$ cat src/rtl/time_set_ctrl.sv
// Keypad time-setting sequencer: collects six range-checked BCD digits (HHMMSS)
// and issues a one-cycle load strobe to the watch counters on Enter.
module time_set_ctrl #(
   parameter int ERR_HOLD_CYC = 1000,
   parameter int TIMEOUT_CYC  = 10000
) (
   input  logic        clk,
   input  logic        rst,
   input  logic        key_valid,
   input  logic [3:0]  key_code,
   output logic        busy,
   output logic [23:0] entry_bcd,
   output logic [2:0]  digit_cnt,
   output logic        load_en,
   output logic [23:0] load_bcd,
   output logic        err
);

   localparam int ERR_W = $clog2(ERR_HOLD_CYC + 1);
   localparam int TO_W  = $clog2(TIMEOUT_CYC + 1);

   typedef enum logic [1:0] {IDLE, ENTRY, ERROR} state_t;

   state_t            r_state, w_state_nxt;
   logic [23:0]       r_bcd, w_bcd_nxt;
   logic [2:0]        r_cnt, w_cnt_nxt;
   logic              r_busy;
   logic              r_load_en, w_load_en_nxt;
   logic [23:0]       r_load_bcd, w_load_bcd_nxt;
   logic              r_err, w_err_nxt;
   logic [ERR_W-1:0]  r_err_cnt, w_err_cnt_nxt;
   logic [TO_W-1:0]   r_to_cnt, w_to_cnt_nxt;

   // Upper digit limit depends on position; h_one is capped at 3 only for hours 20-23.
   function automatic logic digit_ok(input logic [2:0] pos, input logic [3:0] d,
                                     input logic [3:0] h_ten);
      logic ok;
      case (pos)
         3'd0:       ok = (d <= 4'd2);
         3'd1:       ok = (h_ten == 4'd2) ? (d <= 4'd3) : (d <= 4'd9);
         3'd2, 3'd4: ok = (d <= 4'd5);
         default:    ok = (d <= 4'd9);
      endcase
      return ok;
   endfunction

   always_comb begin
      w_state_nxt    = r_state;
      w_bcd_nxt      = r_bcd;
      w_cnt_nxt      = r_cnt;
      w_load_en_nxt  = 1'b0;
      w_load_bcd_nxt = r_load_bcd;
      w_err_nxt      = r_err;
      w_err_cnt_nxt  = r_err_cnt;
      w_to_cnt_nxt   = r_to_cnt;
      case (r_state)
         IDLE: begin
            if (key_valid && key_code == 4'hA) begin
               w_state_nxt  = ENTRY;
               w_bcd_nxt    = '0;
               w_cnt_nxt    = '0;
               w_to_cnt_nxt = '0;
            end
         end
         ENTRY: begin
            if (key_valid) begin
               w_to_cnt_nxt = '0;
               if (key_code <= 4'd9) begin
                  if (r_cnt < 3'd6) begin
                     if (digit_ok(r_cnt, key_code, r_bcd[23:20])) begin
                        for (int i = 0; i < 6; i++)
                           if (r_cnt == 3'(i)) w_bcd_nxt[23-4*i -: 4] = key_code;
                        w_cnt_nxt = r_cnt + 3'd1;
                     end else begin
                        w_state_nxt   = ERROR;
                        w_err_nxt     = 1'b1;
                        w_err_cnt_nxt = '0;
                     end
                  end
               end else begin
                  case (key_code)
                     4'hB: begin
                        if (r_cnt != 3'd0) begin
                           for (int i = 0; i < 6; i++)
                              if (r_cnt == 3'(i + 1)) w_bcd_nxt[23-4*i -: 4] = 4'd0;
                           w_cnt_nxt = r_cnt - 3'd1;
                        end
                     end
                     4'hC: begin
                        w_state_nxt = IDLE;
                        w_bcd_nxt   = '0;
                        w_cnt_nxt   = '0;
                     end
                     4'hA: begin
                        w_bcd_nxt = '0;
                        w_cnt_nxt = '0;
                     end
                     4'hF: begin
                        if (r_cnt == 3'd6) begin
                           w_load_en_nxt  = 1'b1;
                           w_load_bcd_nxt = r_bcd;
                           w_state_nxt    = IDLE;
                           w_bcd_nxt      = '0;
                           w_cnt_nxt      = '0;
                        end else begin
                           w_state_nxt   = ERROR;
                           w_err_nxt     = 1'b1;
                           w_err_cnt_nxt = '0;
                        end
                     end
                     default: ;
                  endcase
               end
            end else if (r_to_cnt == TO_W'(TIMEOUT_CYC - 1)) begin
               w_state_nxt  = IDLE;
               w_bcd_nxt    = '0;
               w_cnt_nxt    = '0;
               w_to_cnt_nxt = '0;
            end else begin
               w_to_cnt_nxt = r_to_cnt + 1'b1;
            end
         end
         ERROR: begin
            w_to_cnt_nxt = '0;
            // Counter started at 0 on the rejecting edge, so err spans exactly ERR_HOLD_CYC cycles.
            if (r_err_cnt == ERR_W'(ERR_HOLD_CYC - 1)) begin
               w_state_nxt   = ENTRY;
               w_err_nxt     = 1'b0;
               w_err_cnt_nxt = '0;
            end else begin
               w_err_cnt_nxt = r_err_cnt + 1'b1;
            end
         end
         default: w_state_nxt = IDLE;
      endcase
   end

   always_ff @(posedge clk or negedge rst) begin
      if (!rst) begin
         r_state    <= IDLE;
         r_bcd      <= '0;
         r_cnt      <= '0;
         r_busy     <= 1'b0;
         r_load_en  <= 1'b0;
         r_load_bcd <= '0;
         r_err      <= 1'b0;
         r_err_cnt  <= '0;
         r_to_cnt   <= '0;
      end else begin
         r_state    <= w_state_nxt;
         r_bcd      <= w_bcd_nxt;
         r_cnt      <= w_cnt_nxt;
         r_busy     <= (w_state_nxt != IDLE);
         r_load_en  <= w_load_en_nxt;
         r_load_bcd <= w_load_bcd_nxt;
         r_err      <= w_err_nxt;
         r_err_cnt  <= w_err_cnt_nxt;
         r_to_cnt   <= w_to_cnt_nxt;
      end
   end

   assign busy      = r_busy;
   assign entry_bcd = r_bcd;
   assign digit_cnt = r_cnt;
   assign load_en   = r_load_en;
   assign load_bcd  = r_load_bcd;
   assign err       = r_err;

endmodule

$ cat config.mk
export PLATFORM = sky130hd
export DESIGN_NAME = time_set_ctrl
export DESIGN_NICKNAME = d
export VERILOG_FILES = /design/src/rtl/time_set_ctrl.sv
export SDC_FILE = /design/constraint.sdc
export NUM_CORES = 1
export LEC_CHECK = 0
export CAP_MARGIN = 20
export CORE_MARGIN = 4
export CORE_UTILIZATION = 56
export CTS_BUF_LIST = sky130_fd_sc_hd__clkbuf_4 sky130_fd_sc_hd__clkbuf_8
export CTS_CLUSTER_DIAMETER = 150
export DETAILED_ROUTE_END_ITERATION = 10
export PLACE_DENSITY = 0.82
export REMOVE_ABC_BUFFERS = 1
export SYNTH_ARGS = -nofsm -noshare
export SYNTH_HDL_FRONTEND = slang
export SYNTH_SLANG_ARGS = --single-unit
$ cat constraint.sdc
create_clock -name clk -period 5.7 [get_ports clk]
set_input_delay 1.14 -clock clk [delete_from_list [all_inputs] [get_ports clk]]
set_output_delay 1.14 -clock clk [all_outputs]
set_load 0.02 [all_outputs]
# Yosys cells after proc, flatten, opt, wreduce, memory -nomap -nowiden

Index checks and enable logic that the tools add are counted.

Add/subtract/negate cells: 4
$mul: 0
Div/mod/pow operators: 0
Magnitude comparators: 5
Equal/unequal tests: 40
Shift-type cells: 0
Muxes and demuxes: 73
Bitwise logic cells: 1
Reduce and logical (&&, ||, !) cells: 21

Operator list:

| cell                                                                              | count |
|---|---|
| 24-bit two-way mux                                                                | 8 |
| 24-bit case mux with 3 select lines                                               | 1 |
| 10-bit two-way mux                                                                | 7 |
| 10-bit AND reduction                                                              | 6 |
| 4-bit two-way mux                                                                 | 12 |
| 24-bit case mux with 2 select lines                                               | 1 |
| 14-bit two-way mux                                                                | 3 |
| 14-bit case mux with 3 select lines                                               | 1 |
| 5-bit inequality test (second input constant)                                     | 8 |
| 4-bit inequality test (second input constant)                                     | 8 |
| 3-bit two-way mux                                                                 | 8 |
| 10-bit case mux with 2 select lines                                               | 1 |
| 1-bit two-way mux                                                                 | 17 |
| 4-bit == test (second input constant)                                             | 4 |
| 2-bit two-way mux                                                                 | 8 |
| 14-bit by 1-bit adder with 14-bit output (second input constant)                  | 1 |
| 14-bit == test (second input constant)                                            | 1 |
| 3-bit inequality test (second input constant)                                     | 4 |
| 10-bit by 1-bit adder with 10-bit output (second input constant)                  | 1 |
| 10-bit == test (second input constant)                                            | 1 |
| 3-bit == test (second input constant)                                             | 3 |
| 3-bit case mux with 3 select lines                                                | 1 |
| 4-bit by 2-bit less-or-equal comparator with 1-bit output (second input constant) | 2 |
| 8-bit AND reduction                                                               | 1 |
| 29 further kinds                                                                  | 36 |

Flip-flop bits (word level): 80
Latch bits: 0
Bits in writable memories: 0
ROM bits: 0
Input port bits: 7
Output and inout port bits: 54
Logic and storage cells: 158
Memories: 0

# Logic depth before layout (Yosys ltp)

Gate-level depths: netlist of the first run.

Word-level depth: 13
Mapped depth: 9

# Least setup slack after synthesis of the first run

Ideal clock, no wire load.

Path kind: in2reg
Start point: input port key_code[0]
End point: register r_bcd[18], in the netlist entry_bcd[18]
Setup time: 125 ps
Arrival: 2656 ps
Required time: 5575 ps
Path slack: 2919 ps
Stages on the path: 8
Buffers on the path: 2
Cells stage by stage: buf_6 and2_4 a211o_1 a31oi_2 o2111ai_2 buf_6 o21bai_4 mux2_4

Cells in the longest elaborated chain, start to end: 9
Elaborated cells on any way between the ends: 29
Classes of those cells: order compare: 4; eq/ne: 12; mux: 10; reduce/logical: 3

RTL lines:

| item                                                      | line | RTL |
|---|---|---|
| start: declaration                                        | 10   | `input logic [3:0] key_code,` |
| 4-bit by 2-bit less-or-equal comparator with 1-bit output | 40   | `3'd1: ok = (h_ten == 4'd2) ? (d <= 4'd3) : (d <= 4'd9);` |
| 1-bit two-way mux                                         | 40   |  |
| 1-bit case mux with 3 select lines                        | 38   | `case (pos)` |
| 1-bit two-way mux                                         | 69   | `if (r_cnt < 3'd6) begin` |
| 1-bit two-way mux                                         | 68   | `if (key_code <= 4'd9) begin` |
| 1-bit two-way mux                                         | 66   | `if (key_valid) begin` |
| 1-bit two-way mux                                         | 56   | `case (r_state)` |
| 4-bit inequality test (no line)                           | n/a  |  |
| 10-bit AND reduction (no line)                            | n/a  |  |
| end signal: assignment                                    | 151  | `r_bcd <= w_bcd_nxt;` |
| end: declaration                                          | 25   | `logic [23:0] r_bcd, w_bcd_nxt;` |

Several ways; a longest one is shown, not always the timed one. The select of a mux whose other input is x is not followed.
A chain may end at the register's enable or synchronous reset.

# Final worst setup path of the first run

Start point: input port key_valid
End point: register r_bcd[0], in the netlist entry_bcd[0]

Cells in the longest elaborated chain, start to end: 3
Elaborated cells on any way between the ends: 13
Classes of those cells: eq/ne: 9; mux: 2; reduce/logical: 2

RTL lines:

| item                            | line | RTL |
|---|---|---|
| start: declaration              | 9    | `input logic key_valid,` |
| 1-bit logical AND               | 58   | `if (key_valid && key_code == 4'hA) begin` |
| 2-bit inequality test (no line) | n/a  |  |
| 10-bit AND reduction (no line)  | n/a  |  |

Several ways; a longest one is shown, not always the timed one.

==> summary by stage, run 1 <==
STA
The clock arrives with 6.806 ps of skew. The worst path meets setup with 2137 ps of slack. The worst-case headroom to the max-slew limit is 0.3329.

The number of hold-slack violations in the final timing report is 0. The transition time of the tightest slew-check pin is 998.6 ps. The worst hold margin is 509.4 ps. The post-route fraction of the period consumed by the critical path is 0.6250. Setup violations remaining at the end of the flow were counted as 0. The maximum achievable frequency is 280.7 MHz. Counting I/O delays and the setup requirement, the final critical path takes 3563 ps. The post-route setup TNS is 0 ps. The number of max-slew violations in the final report is 0. Setup repair after global routing left no endpoint under its margin.

Global route
The initial antenna violation count is 0. The via count of the first global-routing pass is 2878. The wire length of the first global-routing pass is 14310 microns. For this run the aggregate overflow at the end of global routing stands at 0. For this run, the total global-route usage over all layers was measured as 0.2111. The largest net degree at the start of global routing is 81.

Floorplanning
The floorplan step defined a die boundary enclosing 8650 sq um. The width of the die is 93.01 microns. For this configuration, the core starts out at a cell density of 0.5859. The core region is 6907 sq um. The die span in y is 93.01 microns.

The initialized floorplan defines 30 standard-cell rows. For this design the top-level I/O count stands at 61.

CTS
The hold-fix buffer count after cts is 0. Once the clock tree was built, the resizer swapped 0 gates to a different size. The number of H-tree levels is 3. The CTS sink count is 80. CTS placed an instance of clkbuf_8 at the clock tree root.

For the worst-skew pair, the clock arrives at the later sink with an insertion delay of 350 ps. The total CTS buffers is 9. The clock passes through at most 2 buffers. The total setup buffers inserted after CTS is 0.

The TritonCTS clock tree is done. The clock-pin slew on the worst setup and hold paths is 80 ps.

Placement
Routability-driven placement finished with a final weighted congestion of 0.8320. The worst setup slack before clock tree synthesis is 1847 ps. The placed wire-length estimate is 5890 microns.

The count of buffers added on input and output ports is 60. The number of cells after detailed placement is 506.

Layout
The antenna cell count is 0. The final net count is 437. The finished layout holds 523 standard cells, fillers aside.

The share of cells above drive strength 1 is 0.1780. Compared with the post-synthesis result, the final layout area differs by 22.29%.

Logic synthesis
Of all flip-flops after synthesis, the portion carrying an async set or reset was 1.000. The number of enable flip-flop cells after synthesis is 0. The area of the mapped netlist is 4046 sq um. The post-synthesis cell count is 363. The portion of the post-synthesis area used by sequential elements is 0.4947. The number of synthesis warnings is 0. After synthesis, the mean cell area works out to 11.15 sq um.

The number of distinct library cell variants in the gate-level netlist after synthesis is 58. The synthesized flop and latch total is 80. For this run, the leading register cell type out of synthesis is dfrtp_1.

Min path
The min-delay analysis places its worst path in the category reg -> reg. The hold-critical path depth is 1.

Setup path
The arrival time of the worst setup path is 3800 ps. The library cell contributing the largest single delay on the critical path is nor3b_1. The family with the most delay on the worst path is simple AND/OR/NAND/NOR gates.

The category of the worst setup path capture point is a flop. The number of buffer and inverter stages on the critical path is 1. The critical-path maximum fanout is 12.

The logic depth of the worst path, buffers included is 6. Data on the critical path is required at its endpoint by 5940 ps. The number of cells on the worst reg-to-reg path is 8. Walking the worst path, the cells encountered are clkdlybuf4s50_1, nor3b_1, nand2_1, o2111ai_2, nand2b_1, mux2_2.

The kind of critical path is in -> reg. For this run, the slowest stage of the critical path takes 700 ps. The worst setup path is launched from a primary input.

Power and ir drop
The sequential share of power is 0.531. The design draws 0.001068 W. The clock network fraction of total power is 0.438. IR analysis of the VDD net gives a maximum drop of 0.1595 mV. The switching power share of the total is 0.2161. The fraction of power consumed by combinational cells is 0.031.

The power density relative to cell area is 215.7 nW/um^2. In this run the static leakage power is 2.174 nW. The internal power summed over all cells is 0.0008368 W. The analysis attributes to net switching a power of 0.0002307 W.

Drt
The final wirelength is 8693 microns. The DRC violation count after routing is 0. The routed via count is 3060. After detailed routing, the average wire length per cell comes to 16.62 microns. The first TritonRoute pass finished after 6 iterations.

The number of vias per cell after detailed routing is 5.851. The number of DRC markers after the initial detailed-route iteration is 182. The detail route stage leaves a number of antenna-violating nets equal to 0.

Run
The max-capacitance violation count is 0.

Status
The flow ran to the end, and the final reports show no timing, DRC or antenna violations.
-- placed cells by master (no fill, tap or decap), types with 5 or more instances in the layout --
| master | netlist | final |
|---|---|---|
| a21oi_1 | 15 | 15 |
| a31oi_1 | 5 | 5 |
| and3_1 | 9 | 9 |
| clkbuf_8 | 0 | 10 |
| clkdlybuf4s50_1 | 0 | 59 |
| dfrtp_1 | 80 | 80 |
| ha_1 | 8 | 8 |
| inv_1 | 5 | 5 |
| mux2_2 | 32 | 32 |
| mux2_4 | 12 | 12 |
| nand2_1 | 30 | 30 |
| nand2b_1 | 5 | 5 |
| nand3_1 | 18 | 18 |
| nor2_1 | 21 | 21 |
| o21a_1 | 5 | 5 |
| o21ai_0 | 28 | 28 |
| xor2_1 | 6 | 6 |
-- registers in the layout, summed over array words and instances, names as in the netlist --
register / count
entry_bcd: 24
load_bcd: 24
r_to_cnt: 14
r_err_cnt: 10
digit_cnt: 3
r_state: 2
busy: 1
err: 1
load_en: 1
-- power by group through the flow --
stage | clock (W) | combinational, W | sequential, W
2_1_floorplan | 0 | 0.0000113 | 0.000578
3_3_place_gp | 0 | 0.0000323 | 0.000578
3_5_place_dp | 0 | 0.0000330 | 0.000578
4_1_cts | 0.000479 | 0.0000333 | 0.000567
5_1_grt | 0.000507 | 0.0000369 | 0.000567
6_report | 0.000468 | 0.0000330 | 0.000567
-- cell type report --
class	instances	area, sq um
timing repair buffer	61	625.6
tap	96	120.1
sequential	80	2002
clock inverter	6	91.34
multi-input combinational	264	1949
inverter	6	22.52
fill	499	1958
clock buffer	10	137.6
-- worst paths after layout --
path | from | endpoint | slack [ps]
max in group asynchronous | rst | load_bcd[22]$_DFFE_PN0P_ | 4130
setup / recovery | key_valid | entry_bcd[0]$_DFFE_PN0P_ | 2140
hold / removal | r_err_cnt[7]$_DFFE_PN0P_ | r_err_cnt[7]$_DFFE_PN0P_ | 510
min in group asynchronous | rst | r_err_cnt[7]$_DFFE_PN0P_ | 920
hold reg to reg | r_err_cnt[7]$_DFFE_PN0P_ | r_err_cnt[7]$_DFFE_PN0P_ | 510
setup reg to reg | digit_cnt[0]$_DFFE_PN0P_ | entry_bcd[0]$_DFFE_PN0P_ | 2840
-- cell usage after synthesis (all sizes together) (2+ instances only) --
cell type,n,share of area
a21bo,2,0.0049
clkbuf,3,0.0028
and3,9,0.014
buf,10,0.017
nand3,18,0.022
nor2,21,0.019
dfrtp,80,0.49
a21oi,16,0.021
a31oi,6,0.011
o211ai,3,0.0056
nand3b,3,0.0056
mux2,48,0.14
nand2b,6,0.011
o31ai,4,0.0074
and2,4,0.0068
ha,8,0.025
inv,6,0.0056
o22ai,2,0.0031
xor2,6,0.013
nand4b,2,0.0043
nand4,4,0.0062
nor3,5,0.0074
o21bai,6,0.017
o21ai,31,0.038
nor4b,2,0.0059
a21o,3,0.0074
o21a,5,0.0093
nor3b,4,0.0074
and4b,2,0.0049
nand2,30,0.028
-- metal layers --
| layer | track usage | vias to the layer above | routed length [microns] |
|---|---|---|---|
| li1 | - | 1447 | - |
| met1 | 0.2754 | 1480 | 3743 |
| met2 | 0.3491 | 110 | 4296 |
| met3 | 0.05390 | 23 | 472 |
| met4 | 0.06105 | 0 | 180 |
| met5 | 0 | - | 0 |
-- cells by family (layout without fill, tap and decap cells) --
| family | count (synthesis) | in the layout | synth area share |
|---|---|---|---|
| mux | 48 | 48 | 0.1447 |
| flops | 80 | 80 | 0.4947 |
| buf+inv | 19 | 83 | 0.02504 |
| simple gates | 115 | 115 | 0.1518 |
| compound gates | 86 | 86 | 0.1438 |
| xor+xnor | 7 | 7 | 0.01515 |
| fa+ha+maj | 8 | 8 | 0.02474 |
-- stage by stage --
stage | util | cell area, sq um
2_1_floorplan | - | 3968
3_3_place_gp | 0.6793 | 4692
3_5_place_dp | 0.6793 | 4692
4_1_cts | 0.7125 | 4921
5_1_grt | 0.7165 | 4949
6_report | 0.7165 | 4949
Power figures use the tool's default switching activity.
==> run 2: changes to the inputs <==
clock period = 3.55 ns   (was 5.7 ns; I/O delays follow)
==> run 2 against run 1 <==
Sequential cell count is the same. Die area did not move. Cell count up 0.96%. Worst setup slack worse by 1500 ps. Utilization is 0.24 points lower. Non-clock buffer count up 5. Count of clock-buffer cells in the layout down 1. Routed wire length rose by 1.2%. Sequential power increased by 60%. Sequential share of layout area rose by 0.13 points. Cell area down 0.33%.
==> summary by stage, run 2 (synthesis gave the netlist of run 1 again) <==
Run
Across the run, the number of max-cap violations was 0.

Placement
The congestion estimate from routability-driven global placement came to 0.8628. The wire-length estimate of the detail-placed layout is 5984 microns. The number of port buffers is 60. The number of cells after detailed placement is 512.

Drt
The final layout contains routed wiring with a total length of 8797 microns. After detailed routing, the number of vias per cell comes to 5.848. The DRC violation count after routing is 0.

The average routed wire per standard cell is 16.66 microns. In this run the remaining antenna-violating nets after routing total 0. The length of the first detailed-routing pass in iterations is 5. The number of DRC markers after the initial detailed-route iteration is 220. The routed via count is 3088.

Setup path
The category of the worst setup path capture point is a flop. On the critical path the largest part of the delay comes from compound AO/OA/AOI/OAI gates. STA puts the critical path data required time at 3780 ps. The kind of critical path is in -> reg.

For flop-to-flop paths, the worst setup slack is 720 ps. The arrival time of the worst setup path is 3180 ps. Traced cell by cell, the critical path runs through clkdlybuf4s50_1, o21ai_1, nand2_1, o2111ai_2, nand2b_1, mux2_2. The library cell contributing the largest single delay on the critical path is clkdlybuf4s50_1. The number of buffer and inverter stages on the critical path is 1. The stage delay of the slowest cell on the critical path is 610 ps. The startpoint type of the worst setup path is a primary input. Of all nets on the critical path, the largest fanout is 13.

Floorplanning
The area enclosed by the die boundary is 8650 sq um. The width of the die is 93.01 microns. The placeable core region is 6907 sq um. The total number of placement rows is 30. The total I/O pin count is 61. For this configuration, the core starts out at a cell density of 0.5859. The floorplan step set the die height to 93.01 microns.

STA
The post-route fraction of the period consumed by the critical path is 0.8291. The number of setup violations in the final report is 0. Clock skew on the completed layout was measured at 7.955 ps. The transition time of the tightest slew-check pin is 986.8 ps.

The number of max-slew violations in the final report was 0. The worst hold margin is 507.8 ps. Setup repair after global routing left no endpoint under its margin. The maximum achievable frequency is 339.8 MHz. The routed design could run at a clock period as short as 2943 ps. The number of hold-slack violations in the final timing report came to 0. After routing, the total negative slack on setup checks comes to 0 ps. The worst-case headroom to the max-slew limit is 0.3421.

Global route
The all-layer global routing usage is 0.2167. The first global-routing pass estimated 14950 microns of wire. The total congestion overflow after global routing is 0. The via count of the first global-routing pass is 2921.

The initial antenna violation count is 0. Entering global routing, the biggest net connects 81 pins.

Power and ir drop
Power spread over the standard cell area amounts to 328.1 nW/um^2. Across the VDD grid, the largest voltage drop is 0.2566 mV. The leakage power of the design is 2.179 nW.

Layout
The most common library cell in the layout ignoring fill and taps is dfrtp_1. The number of cells in the finished layout apart from fillers is 528. Of the cells placed in the final design, the portion with a size suffix greater than 1 is 0.1875. The layout overhead on the synthesized area is 21.89%. The final net count is 442. The repair_antennas step left the layout with diodes totalling 0.

The library cells used most frequently in the layout, excluding fill and tap cells, are 80 x dfrtp_1, 59 x clkdlybuf4s50_1, 32 x mux2_2, 30 x nand2_1, 28 x o21ai_0.

Min path
The path class of the tightest hold or removal check is reg -> reg.

CTS
The worst-case clock buffer depth is 2. The number of cells upsized or downsized after cts is 0. The CTS sink count is 80.

The source-to-sink clock delay at the later pin of the worst-skew pair is 350 ps. The clock-pin slew on the worst setup and hold paths is 80 ps. The H-tree generated during clock tree synthesis spans 3 levels. The total CTS buffers is 9. The total setup buffers inserted after CTS is 0. After clock tree synthesis, the flow added hold-fix buffers numbering 0. The root buffer cell is clkbuf_8. The TritonCTS clock tree is done.

Status
The flow ran to the end, and the final reports show no timing, DRC or antenna violations.
## run 2: cell count changes in the layout (fill, tap and decap cells not counted)
| cell | change |
|---|---|
| buf_16 | -1 |
| bufinv_16 | -1 |
| clkinv_2 | +2 |
| clkbuf_8 | -1 |
| buf_4 | +6 |
## run 2: cell type report
class | instances | area (sq um)
clock buffers | 9 | 123.9
clock inverters | 7 | 71.32
fillers | 509 | 1974
inverters | 6 | 22.52
multi-input cells | 264 | 1949
flip-flops and latches | 80 | 2002
well taps | 96 | 120.1
repair buffers | 66 | 643.1
## run 2: path summary, 6_finish.rpt
check                                    startpoint                       end  cells past startpoint
max reg2reg                digit_cnt[0]$_DFFE_PN0P_  entry_bcd[9]$_DFFE_PN0P_                      8
min                        load_bcd[14]$_DFFE_PN0P_  load_bcd[14]$_DFFE_PN0P_                      1
min reg2reg                load_bcd[14]$_DFFE_PN0P_  load_bcd[14]$_DFFE_PN0P_                      1
max in group asynchronous                       rst  r_to_cnt[13]$_DFFE_PN0P_                      1
min in group asynchronous                       rst  r_err_cnt[7]$_DFFE_PN0P_                      1
max                                     key_code[1]  entry_bcd[9]$_DFFE_PN0P_                      6
## run 2: worst register-to-register path: stages (launching register included)
cell and delay [ps]:
dfrtp_1 420, inv_1 110, ha_1 310, mux2_1 330, a2bb2oi_1 250, a31oi_2 140
o2111ai_2 520, nand2b_1 280, mux2_2 360
## run 2: layer usage
layer  vias to the layer above  GRT usage  wire, microns
met4                         0    0.05617            100
li1                       1452          -              -
met2                        95     0.3629           4461
met3                        10    0.04425            419
met5                         -          0              0
met1                      1531     0.2888           3814
## run 2: through the flow
step	worst slack [ps]	utilization	total power, W	cell area (sq um)
6_report	606.7	0.7141	0.001618	4932
3_3_place_gp	406.7	0.6859	0.0009802	4737
3_5_place_dp	294.1	0.6859	0.0009813	4737
5_1_grt	419.5	0.7141	0.001687	4932
4_1_cts	653.3	0.7141	0.001635	4932
2_1_floorplan	922.1	-	0.0009469	3968
## run 2: where the power goes
part | internal, W | switching (W) | total [W]
sequential | 0.000910 | 0 | 0.000910
combinational | 0.0000146 | 0.0000377 | 0.0000523
clock | 0.000326 | 0.000330 | 0.000656
